[config.mk]
export PLATFORM = sky130hd
export DESIGN_NAME = lsu_align
export DESIGN_NICKNAME = d
export VERILOG_FILES = /design/src/rtl/lsu_align.sv
export SDC_FILE = /design/constraint.sdc
export NUM_CORES = 1
export LEC_CHECK = 0
export CORE_UTILIZATION = 48
export CTS_BUF_LIST = sky130_fd_sc_hd__clkbuf_2 sky130_fd_sc_hd__clkbuf_4 sky130_fd_sc_hd__clkbuf_8
export DETAILED_ROUTE_END_ITERATION = 16
export PLACE_DENSITY = 0.83
export SLEW_MARGIN = 20
export SYNTH_ARGS = -nofsm -noshare
export SYNTH_HDL_FRONTEND = slang
export SYNTH_SLANG_ARGS = --single-unit
[constraint.sdc]
create_clock -name clk -period 9.7 [get_ports clk]
set_input_delay 2.91 -clock clk [delete_from_list [all_inputs] [get_ports clk]]
set_output_delay 2.91 -clock clk [all_outputs]
set_load 0.01 [all_outputs]
[src/rtl/lsu_align.sv]
// Load/store alignment unit: aligned accesses pass through, misaligned
// half/word accesses are split into byte accesses and reassembled.
module lsu_align #(
    parameter bit SPLIT_MISALIGNED = 1'b1,
    parameter int CNT_WIDTH        = 16
) (
    input  logic                 clk,
    input  logic                 reset,
    input  logic                 req_valid,
    input  logic                 req_read,
    input  logic                 req_write,
    input  logic [2:0]           req_size,
    input  logic [31:0]          req_addr,
    input  logic [31:0]          req_wdata,
    output logic                 busy,
    output logic                 resp_valid,
    output logic [31:0]          resp_rdata,
    output logic                 misalign_fault,
    output logic [CNT_WIDTH-1:0] split_count,
    output logic [31:0]          mem_access_addr,
    output logic [31:0]          mem_in,
    output logic                 mem_write_en,
    output logic                 mem_read_en,
    output logic [2:0]           mem_data_size,
    input  logic [31:0]          mem_out
);

    typedef enum logic [1:0] {IDLE, SPLIT, DONE} state_t;

    state_t               state;
    logic [1:0]           idx;
    logic [1:0]           last_idx;
    logic [31:0]          rbuf;
    logic [31:0]          base_addr;
    logic [31:0]          wdata_q;
    logic [2:0]           size_q;
    logic                 write_q;
    logic [CNT_WIDTH-1:0] cnt;

    logic op_wr;
    logic op_rd;
    logic is_byte;
    logic is_half;
    logic misaligned;
    logic start_split;

    always_comb begin
        op_wr       = req_write;
        op_rd       = req_read & ~req_write;
        is_byte     = (req_size == 3'b000) || (req_size == 3'b100);
        is_half     = (req_size == 3'b001) || (req_size == 3'b101);
        misaligned  = is_half ? req_addr[0]
                              : (!is_byte && (req_addr[1:0] != 2'b00));
        start_split = SPLIT_MISALIGNED && req_valid && (op_wr || op_rd)
                      && misaligned;
    end

    always_ff @(posedge clk or posedge reset) begin
        if (reset) begin
            state     <= IDLE;
            idx       <= 2'd0;
            last_idx  <= 2'd0;
            rbuf      <= 32'd0;
            base_addr <= 32'd0;
            wdata_q   <= 32'd0;
            size_q    <= 3'd0;
            write_q   <= 1'b0;
            cnt       <= '0;
        end else begin
            unique case (state)
                IDLE: begin
                    if (start_split) begin
                        base_addr <= req_addr;
                        wdata_q   <= req_wdata;
                        size_q    <= req_size;
                        write_q   <= op_wr;
                        last_idx  <= is_half ? 2'd1 : 2'd3;
                        idx       <= 2'd0;
                        state     <= SPLIT;
                    end
                end
                SPLIT: begin
                    if (!write_q)
                        rbuf[{idx, 3'b000} +: 8] <= mem_out[7:0];
                    idx <= idx + 2'd1;
                    if (idx == last_idx)
                        state <= DONE;
                end
                DONE: begin
                    if (cnt != '1)
                        cnt <= cnt + CNT_WIDTH'(1);
                    state <= IDLE;
                end
                default: state <= IDLE;
            endcase
        end
    end

    assign split_count = cnt;

    // Everything is forced low while reset is held, even the pass-through path.
    always_comb begin
        busy            = 1'b0;
        resp_valid      = 1'b0;
        resp_rdata      = 32'd0;
        misalign_fault  = 1'b0;
        mem_access_addr = 32'd0;
        mem_in          = 32'd0;
        mem_write_en    = 1'b0;
        mem_read_en     = 1'b0;
        mem_data_size   = 3'd0;
        if (!reset) begin
            unique case (state)
                IDLE: begin
                    if (req_valid) begin
                        if (!(op_wr || op_rd)) begin
                            resp_valid = 1'b1;
                        end else if (misaligned) begin
                            if (SPLIT_MISALIGNED) begin
                                busy = 1'b1;
                            end else begin
                                misalign_fault = 1'b1;
                                resp_valid     = 1'b1;
                            end
                        end else begin
                            mem_access_addr = req_addr;
                            mem_in          = req_wdata;
                            mem_data_size   = req_size;
                            mem_write_en    = op_wr;
                            mem_read_en     = op_rd;
                            resp_valid      = 1'b1;
                            resp_rdata      = op_rd ? mem_out : 32'd0;
                        end
                    end
                end
                SPLIT: begin
                    busy            = 1'b1;
                    mem_access_addr = base_addr + 32'(idx);
                    if (write_q) begin
                        mem_data_size = 3'b000;
                        mem_in        = {24'd0, wdata_q[{idx, 3'b000} +: 8]};
                        mem_write_en  = 1'b1;
                    end else begin
                        mem_data_size = 3'b100;
                        mem_read_en   = 1'b1;
                    end
                end
                DONE: begin
                    resp_valid = 1'b1;
                    if (!write_q) begin
                        unique case (1'b1)
                            (size_q == 3'b001):
                                resp_rdata = {{16{rbuf[15]}}, rbuf[15:0]};
                            (size_q == 3'b101):
                                resp_rdata = {16'd0, rbuf[15:0]};
                            default:
                                resp_rdata = rbuf;
                        endcase
                    end
                end
                default: ;
            endcase
        end
    end

endmodule

==> run summary <==
Status: finished, final reports clean
Seq/Total Area, Yosys: 43.6%
Worst hold slack: 478 ps
Clk_lat worst skew: 440 ps
Worst r2r src: idx[0]$_DFFE_PP0P_
First-pass GRT wire length: 31,200 µm
P_leak: 3.87 nW
Initial Util: 49.9%
CP Launch Type: input pin
Worst Setup SP: req_valid
FFs w/ async S/R, synth: 100%
CTS H-Tree Depth: 4
CTS Buffer Depth: 2
Slew of the pin with the lowest slew margin: 1070 ps
CP Max Fanout: 39
Avg Inst Size Synth: 9.45 µm²
Total GRT Usage: 27.0%
Core Util, Final: 69.7%
Crit path kind: input pin to primary output
Detail Route Antenna Nets: 0
Most common library cells after synthesis: nand2_1 (124), dfrtp_1 (122), nor2_1 (63), mux2_2 (61), o21ai_0 (60)
Setup Skew: 8.40 ps
PD cells: 239 nW/µm²
Total CTS buffers: 17
YS warnings: 0
Peak supply drop: 0.000140 V
Grt total ovfl: 0
Yosys reg bits: 122
Final period util: 88.1%
Max-cap viol count: 0
Routed WL: 19,200 µm
# DRC: 0
Vias in the first global route: 6,158
Synth area leaders: dfrtp_1 (44%), mux2_2 (9.8%), nand2_1 (6.6%), o21ai_0 (4.3%), nor2_1 (3.4%)
Relative slew slack: 28.5%
GPL Wtd Cong: 0.830
Mapped Cells: 742
CTS tree: built
Number of I/O pins: 224
Minimum clock period after layout: 8540 ps
Clk slew on worst S/H paths: 60 ps
Cell area after synthesis: 7010 µm²
Final Non-Filler Cells: 1,139
Fillers: 1,053
Syn-to-layout area delta: 39.5%
Post-synth top area share: 43.6%
Largest net degree at the start of global routing: 63
Pint: 1.51 mW
Total Power: 2.33 mW
Die Wd: 123 µm
Comb pwr share: 39.5%
Crit end category: primary output
I/O Buffers: 222
Post-synth EDFFs: 0
Post-CTS setup buffers: 0
Routed len/inst: 16.9 µm
Hold WC Path Type: flop to flop
DRT iter0 DRCs: 357
Final setup viols: 0
Fin Setup TNS: 0 ps
RSZ-0062 raised after global routing: no
Core area: 14,000 µm²
Count leader, synth: nand2_1
Hold_buf cts: 0
Row Count: 43
WP data arrival: 5630 ps
Clock Power Share: 20.9%
Synth unique cells: 48
Root Buffer: clkbuf_8
Vias/cell: 5.49
Area leader, netlist: dfrtp_1
Drt first pass iters: 5
Sequential Power Share: 39.6%
P_sw: 0.826 mW
Fmax: 0.117 GHz
Syn_nets: 855
Initial antenna violation count: 0
Number of clock sinks: 122
Most common cell on crit path: clkdlybuf4s50_1
DIE AREA: 15,100 µm²
Placed Cells: 1,108
DR vias: 6,254
Dominant synthesized flop cell: dfrtp_1
Die H: 123 µm
Slowest stage delay, CP: 610 ps
Hold Fails Final Rpt: 0
Crit-path cells: clkdlybuf4s50_1, nor3b_2, o21ai_1, nor3_2, buf_12, nand2_1, o21ai_0, clkdlybuf4s50_1
Share of layout cells above drive strength 1: 12.6%
Fin. max-slew vios: 0
CP max-delay cell: nor3_2
Required time of the worst setup path: 6790 ps
PostCTS Resize Cnt: 0
Total Nets Final: 1,060
DP Wirelength: 13,600 µm
Antenna diodes: 0
Sw Share: 35.4%
Min-delay src: rbuf[23]$_DFFE_PP0P_
[path summary, 6_finish.rpt]
| path | end | slack, ps | cells after the start |
|---|---|---|---|
| worst max-delay path | mem_access_addr[15] | 1160 | 8 |
| worst min-delay path | rbuf[23]$_DFFE_PP0P_ | 480 | 2 |
| min in group asynchronous | base_addr[25]$_DFFE_PP0P_ | 2950 | 2 |
| worst max register to register | rbuf[18]$_DFFE_PP0P_ | 6970 | 5 |
| max in group asynchronous | wdata_q[15]$_DFFE_PP0P_ | 5690 | 3 |
| worst min register to register | rbuf[23]$_DFFE_PP0P_ | 480 | 2 |
[worst max-delay path: cells and delay by family]
kind | cells | cell delay, ps
AOI/OAI and AO/OA | 2 | 390
buffers and inverters | 3 | 1330
and+or+nand+nor | 3 | 970
[per-layer routing]
layer | vias to the layer above | global-route usage, % | part of all wire [%] | routed length [µm]
li1 | 3021 | - | - | -
met1 | 3003 | 33.6 | 43 | 8200
met2 | 195 | 45.2 | 49 | 9380
met3 | 35 | 6.69 | 6.6 | 1260
met4 | 0 | 10.1 | 2.2 | 416
met5 | - | 0 | 0 | 0
[power groups by stage]
stage | registers [mW] | logic (mW) | clock network, mW
floorplan | 0.859 | 0.648 | 0
global placement | 0.918 | 0.896 | 0
detailed placement | 0.927 | 0.918 | 0
CTS | 0.923 | 0.926 | 0.497
global route | 0.961 | 1.02 | 0.521
finish | 0.925 | 0.921 | 0.488
[cells in the final DEF (no fill, tap or decap), drive strengths merged, types with 2 or more instances in the layout]
master | Yosys | final
a21o | 3 | 3
a21oi | 21 | 21
a22oi | 31 | 31
a2bb2oi | 16 | 16
a31oi | 2 | 2
a32oi | 2 | 2
and2 | 29 | 29
and3 | 10 | 10
and4 | 6 | 6
buf | 15 | 7
bufinv | 0 | 3
clkbuf | 28 | 24
clkdlybuf4s50 | 0 | 222
clkinv | 0 | 3
dfrtp | 122 | 122
ha | 8 | 8
inv | 7 | 7
mux2 | 63 | 63
mux2i | 2 | 2
mux4 | 8 | 8
nand2 | 124 | 124
nand2b | 4 | 4
nand3 | 18 | 18
nand4 | 15 | 15
nor2 | 64 | 64
nor3 | 12 | 12
nor3b | 7 | 7
nor4 | 3 | 3
o21ai | 62 | 62
o31ai | 2 | 2
or2 | 4 | 4
xnor2 | 20 | 20
xor2 | 24 | 24
[logic make-up (layout without fill, tap and decap cells)]
| logic type | after synthesis | after routing | share of synthesized area, % |
|---|---|---|---|
| xor+xnor | 44 | 44 | 5.50 |
| mux | 73 | 73 | 13.0 |
| compound gates | 142 | 142 | 12.6 |
| fa+ha+maj | 9 | 9 | 1.71 |
| simple gates | 301 | 301 | 20.5 |
| buf+inv | 50 | 267 | 3.11 |
| other cells | 1 | 1 | 0.0535 |
| flops | 122 | 122 | 43.6 |
[metrics by stage]
step | worst slack, ps | area, µm²
2_1_floorplan | 221 | 7010
3_3_place_gp | 1230 | 9350
3_5_place_dp | 1180 | 9350
4_1_cts | 1170 | 9780
5_1_grt | 940 | 9780
6_report | 1160 | 9780
[area by class of cell]
| cell class | count | area (µm²) | share of cell area (%) |
|---|---|---|---|
| Tap cell | 180 | 225 | 2.30 |
| Timing Repair Buffer | 229 | 2290 | 23.4 |
| Clock inverter | 7 | 113 | 1.15 |
| Multi-Input combinational cell | 570 | 3760 | 38.4 |
| Clock buffer | 24 | 318 | 3.25 |
| Sequential cell | 122 | 3050 | 31.2 |
| Inverter | 7 | 28.8 | 0.294 |
[registers in the layout, summed over array words and instances, names as in the netlist]
signal       flops
last_idx         2
split_count     16
base_addr       32
size_q           3
rbuf            32
wdata_q         32
idx              2
write_q          1
state            2
No activity file was read; power rests on OpenSTA's default activity.
